$ cat config.mk
export PLATFORM = sky130hd
export DESIGN_NAME = wb_port_arbiter
export DESIGN_NICKNAME = d
export VERILOG_FILES = /design/src/rtl/wb_port_arbiter.sv
export SDC_FILE = /design/constraint.sdc
export NUM_CORES = 1
export LEC_CHECK = 0
export BUFFER_PORTS_ARGS = -buffer_cell sky130_fd_sc_hd__clkbuf_2
export CELL_PAD_IN_SITES_DETAIL_PLACEMENT = 2
export CELL_PAD_IN_SITES_GLOBAL_PLACEMENT = 2
export CORE_ASPECT_RATIO = 1.25
export CORE_MARGIN = 2
export CORE_UTILIZATION = 25
export CTS_CLUSTER_SIZE = 10
export DETAILED_ROUTE_END_ITERATION = 8
export PLACE_DENSITY_LB_ADDON = 0.1
export SYNTH_ARGS = -nofsm -noshare
export SYNTH_HDL_FRONTEND = slang
export SYNTH_SLANG_ARGS = --single-unit
$ cat constraint.sdc
create_clock -name clk -period 2.03 [get_ports clk]
set_input_delay 0.3045 -clock clk [delete_from_list [all_inputs] [get_ports clk]]
set_output_delay 0.3045 -clock clk [all_outputs]
set_load 0.02 [all_outputs]
$ cat src/rtl/wb_port_arbiter.sv
// wb_port_arbiter
//   Owns the register-file write port. The in-order pipeline WB stage has
//   priority. A multi-cycle unit (MUL/DIV) hands its result over through a
//   valid/ready handshake into a 1-entry buffer, and the buffer writes when
//   the port is free. A buffered result that loses MAX_WAIT cycles forces a
//   one-cycle WB stall. When the pipe targets the same rd as the buffer, the
//   buffered (older) result writes first, which keeps WAW order.
//
// Ports
//   clk, rst_n         clock (rising edge), asynchronous active-low reset
//   pipe_wb_valid      WB stage holds a valid instruction
//   pipe_reg_write     that instruction writes the register file
//   pipe_wb_rd/_data   destination and data of the WB instruction
//   mc_valid/rd/data   multi-cycle result offer
//   mc_ready           arbiter accepts the mc result this cycle
//   stall_wb           pipeline must hold WB (and earlier stages) this cycle
//   rf_we/waddr/wdata  register-file write port (combinational)
module wb_port_arbiter #(
  parameter int unsigned DATA_W   = 32,
  parameter int unsigned ADDR_W   = 5,
  parameter int unsigned MAX_WAIT = 4
) (
  input  logic              clk,
  input  logic              rst_n,
  input  logic              pipe_wb_valid,
  input  logic              pipe_reg_write,
  input  logic [ADDR_W-1:0] pipe_wb_rd,
  input  logic [DATA_W-1:0] pipe_wb_data,
  input  logic              mc_valid,
  input  logic [ADDR_W-1:0] mc_rd,
  input  logic [DATA_W-1:0] mc_data,
  output logic              mc_ready,
  output logic              stall_wb,
  output logic              rf_we,
  output logic [ADDR_W-1:0] rf_waddr,
  output logic [DATA_W-1:0] rf_wdata
);

  localparam int unsigned CNT_W = $clog2(MAX_WAIT + 1);

  typedef enum logic [1:0] {
    ST_EMPTY = 2'd0,
    ST_PEND  = 2'd1,
    ST_FORCE = 2'd2
  } state_e;

  state_e              state_q, state_d;
  logic [ADDR_W-1:0]   buf_rd_q, buf_rd_d;
  logic [DATA_W-1:0]   buf_data_q, buf_data_d;
  logic [CNT_W-1:0]    wait_cnt_q, wait_cnt_d;

  logic                pipe_wr;
  logic                waw_hit;
  logic                drain;
  logic                ready_c;
  logic                stall_c;
  logic                we_c;
  logic [ADDR_W-1:0]   waddr_c;
  logic [DATA_W-1:0]   wdata_c;

  assign pipe_wr = pipe_wb_valid & pipe_reg_write & (pipe_wb_rd != '0);
  assign waw_hit = pipe_wr & (pipe_wb_rd == buf_rd_q);

  always_comb begin
    state_d    = state_q;
    buf_rd_d   = buf_rd_q;
    buf_data_d = buf_data_q;
    wait_cnt_d = wait_cnt_q;
    drain      = 1'b0;
    ready_c    = 1'b0;
    stall_c    = 1'b0;
    we_c       = pipe_wr;
    waddr_c    = pipe_wb_rd;
    wdata_c    = pipe_wb_data;

    case (state_q)
      ST_EMPTY: begin
        ready_c = 1'b1;
        if (mc_valid) begin
          buf_rd_d   = mc_rd;
          buf_data_d = mc_data;
          wait_cnt_d = '0;
          state_d    = ST_PEND;
        end
      end
      ST_PEND: begin
        // Same-rd collision: stall the pipe so the older buffered value lands first.
        stall_c = waw_hit;
        if (!pipe_wr || waw_hit) begin
          drain = 1'b1;
        end else if (wait_cnt_q == CNT_W'(MAX_WAIT - 1)) begin
          state_d = ST_FORCE;
        end else begin
          wait_cnt_d = wait_cnt_q + 1'b1;
        end
      end
      ST_FORCE: begin
        stall_c = 1'b1;
        drain   = 1'b1;
      end
      default: state_d = ST_EMPTY;
    endcase

    // Buffer owns the port; an x0 destination drains without writing.
    if (drain) begin
      we_c    = (buf_rd_q != '0);
      waddr_c = buf_rd_q;
      wdata_c = buf_data_q;
      state_d = ST_EMPTY;
    end
  end

  always_ff @(posedge clk or negedge rst_n) begin
    if (!rst_n) begin
      state_q    <= ST_EMPTY;
      buf_rd_q   <= '0;
      buf_data_q <= '0;
      wait_cnt_q <= '0;
    end else begin
      state_q    <= state_d;
      buf_rd_q   <= buf_rd_d;
      buf_data_q <= buf_data_d;
      wait_cnt_q <= wait_cnt_d;
    end
  end

  // Outputs are forced quiet while reset is asserted, independent of inputs.
  assign mc_ready = rst_n & ready_c;
  assign stall_wb = rst_n & stall_c;
  assign rf_we    = rst_n & we_c;
  assign rf_waddr = rst_n ? waddr_c : '0;
  assign rf_wdata = rst_n ? wdata_c : '0;

endmodule

==> results_dict.tcl <==
set metrics [dict create \
    synth_cells 222 \
    synth_top_family_by_area "multiplexers" \
    gp_congestion 0.679 \
    violations "setup timing" \
    slew_violations 0 \
    slowest_stage "dfrtp_1" \
    yosysSeqAreaShare_pct 41.6 \
    placed_area_mm2 0.00352 \
    powerDensity_mw_per_mm2 1340 \
    critPathMostFrequentCell "buf_4" \
    clockBufferDepth 2 \
    multi_input_area_mm2 0.00161 \
    synth_warnings 0 \
    die_h_um 116 \
    synth-compound-area-share_pct 4.26 \
    cts-hold-fix-buffers 0 \
    antenna_found_initial 0 \
    yosys.area_share.xor_xnor_pct 1.74 \
    synthMuxAreaShare_pct 32.0 \
    synth_adder_area_share_pct 2.48 \
    endpoint_kind "output pin" \
    synth_cell_types 30 \
    cpPeakStageDelay_ns 0.42 \
    internal_power_mw 3.51 \
    grt_pass1_vias 2523 \
    critPathLaunchType "flop" \
    seq_power_share_pct 28.0 \
    crit_family "buffers and inverters" \
    leakage_nw 2.02 \
    design_area_mm2 0.00408 \
    drc 0 \
    die_area_mm2 0.0109 \
    cts_tree "done" \
    cts.sinks 42 \
    drive_above_1_share_pct 68.5 \
    required_ns 1.73 \
    grt_setup_unrepaired "true" \
    initial_core_util_pct 25.4 \
    cts-root-buf "clkbuf_16" \
    synth_edf_count 0 \
    post_drt_wl_per_cell_um 16.4 \
    utilization_pct 41.0 \
    p_clk_share_pct 14.9 \
    skew_ns 0.00388 \
    holdWs_ns 0.0644 \
    overflow 0 \
    ys_seq_elements 42 \
    total_power_mw 5.47 \
    fillers 1112 \
    drtPass1Iterations 4 \
    clk_latency_ns 0.28 \
    irDropWorstVdd_uv 473 \
    synth.net_count 306 \
    cap_violations 0 \
    die_w_um 93.9 \
    grt_first_pass_wirelength_um 12600 \
    regArea_mm2 0.00105 \
    setup_viol 37 \
    drt_iter0_drc 26 \
    track_usage_pct 15.2 \
    combPwrFrac_pct 57.1 \
    status "finished, violations left" \
    finalNetCount 451 \
    worst_pin_slew_ns 0.505 \
    min_period_ns 2.48 \
    dpl.cell_count 479 \
    vias 2226 \
    wl_um 8130 \
    avgSynthCellArea_um2 11.4 \
    syn_to_final_growth_pct 61.8 \
    grt_start_max_net_pins 53 \
    p_switching_mw 1.96 \
    ys_async_sr_fraction_pct 100 \
    core-area_mm2 0.00995 \
    hold_viol_final 0 \
    postRouteAntennaNets 0 \
    clk_pin_slew_ns 0.06 \
    ioPinCount 119 \
    hpwl_um 6060 \
    crit_chain "ha_4, nor2b_4, a211oi_2, o22a_2, buf_4, clkbuf_16, mux2i_4, nor2b_2, buf_4" \
    fin_crit_sh_pct 122 \
    antennaDiodeCount 0 \
    slew_headroom_pct 66.1 \
    syn_area_mm2 0.00252 \
    numCtsBuffers 5 \
    yosys.area_share.simple_pct 14.0 \
    worst_slack_ns -0.454 \
    crit_type "reg -> out" \
    vias_per_cell 4.48 \
    crit_arrival_ns 2.18 \
    sw_frac_of_total_pct 35.8 \
    synth_flop_cell "dfrtp_1" \
    row_count 41 \
    fmax_mhz 403 \
    io_buffers 118 \
    cp_max_fo 5 \
    final_cells 497 \
    holdCritPathClass "in -> async" \
    h-tree-depth 2 \
    path_buf_inv 3 \
]
placed cells by master (no fill, tap or decap), types with 2 or more instances in the layout:
cell / instances
a21oi_1: 3
dfrtp_1: 42
nor2_1: 3
mux2_2: 38
buf_12: 4
buf_16: 2
clkbuf_8: 10
inv_1: 6
ha_4: 2
xnor2_1: 4
buf_4: 32
buf_6: 9
nor2b_2: 30
nand2_1: 5
nand2_2: 2
o22ai_1: 2
nor2b_1: 8
inv_2: 2
ha_1: 2
mux2i_4: 4
clkbuf_2: 92
clkbuf_16: 6
mux2i_1: 28
a211oi_2: 2
mux2i_2: 6
area by class of cell:
cell class / instances / share of cell area (%)
timing repair buffer: 149 / 26.6
multi-input combinational: 161 / 39.4
inverter: 8 / 0.736
sequential: 42 / 25.7
tap: 129 / 3.95
clock buffer: 7 / 3.49
clock inverter: 1 / 0.123
path summary, 6_finish.rpt:
| check | startpoint | endpoint | slack (ns) | cells after the start |
|---|---|---|---|---|
| min reg2reg | wait_cnt_q[0]$_DFFE_PN0P_ | wait_cnt_q[0]$_DFFE_PN0P_ | 0.49 | 1 |
| max in group asynchronous | rst_n | buf_data_q[16]$_DFFE_PN0P_ | 1.68 | 2 |
| max reg2reg | state_q[1]$_DFFE_PN0P_ | state_q[0]$_DFFE_PN0P_ | 0.01 | 9 |
| min in group clk | mc_data[14] | buf_data_q[14]$_DFFE_PN0P_ | 0.25 | 2 |
| max | state_q[0]$_DFFE_PN0P_ | rf_wdata[8] | -0.45 | 9 |
| min | rst_n | buf_data_q[27]$_DFFE_PN0P_ | 0.06 | 2 |
power by group through the flow:
stage | clock [mW] | sequential (mW) | combinational, mW
finish | 0.813 | 1.53 | 3.13
global route | 0.870 | 1.59 | 3.40
CTS | 0.843 | 1.51 | 2.92
detailed placement | 0 | 1.52 | 2.52
global placement | 0 | 1.50 | 2.47
floorplan | 0 | 1.44 | 1.79
layer usage:
layer | GRT usage [%] | share of wire, % | vias up
met5 | 0 | 0 | -
met4 | 4.64 | 1.3 | 0
met3 | 4.45 | 6.1 | 6
met2 | 28.5 | 57 | 57
met1 | 16.3 | 36 | 1105
li1 | - | - | 1058
kinds of logic (layout without fill, tap and decap cells):
family / count (synthesis) / in the layout
multiplexers: 76 / 76
AND/OR/NAND/NOR: 59 / 59
flip-flops: 42 / 42
buffers and inverters: 19 / 165
AO/OA/AOI/OAI: 16 / 16
adder cells (fa/ha/maj): 5 / 5
XOR/XNOR: 5 / 5
repair_timing:
action	in CTS	in global routing
pin swaps	6	6
buffers inserted	5	2
resized for setup	38	51
endpoints found under the setup margin	39	40
endpoints found under the hold margin	0	0
gates cloned	2	1
stage by stage:
| step | setup slack (ns) | setup TNS [ns] |
|---|---|---|
| 2_1_floorplan | -0.0248 | -0.497 |
| 3_3_place_gp | -0.137 | -3.47 |
| 3_5_place_dp | -0.168 | -4.94 |
| 4_1_cts | -0.456 | -14.92 |
| 5_1_grt | -0.554 | -19.26 |
| 6_report | -0.454 | -15.05 |
cells in the mapped netlist (2+ instances only):
library cell	count	share of area, %
xnor2_1	5	1.7
nor2_1	5	0.74
mux2i_1	38	15
clkbuf_1	7	1.0
dfrtp_1	42	42
nor2b_1	39	9.7
mux2_2	38	17
a211oi_1	3	0.89
nand2_1	7	1.0
a21oi_1	3	0.59
ha_1	5	2.5
o21ai_0	2	0.40
o22ai_1	2	0.50
inv_1	8	1.2
buf_6	3	1.3
sequential cells by signal, summed over array words and instances (netlist names):
signal,cells
buf_rd_q,5
wait_cnt_q,3
state_q,2
buf_data_q,32
Power figures use the tool's default switching activity.
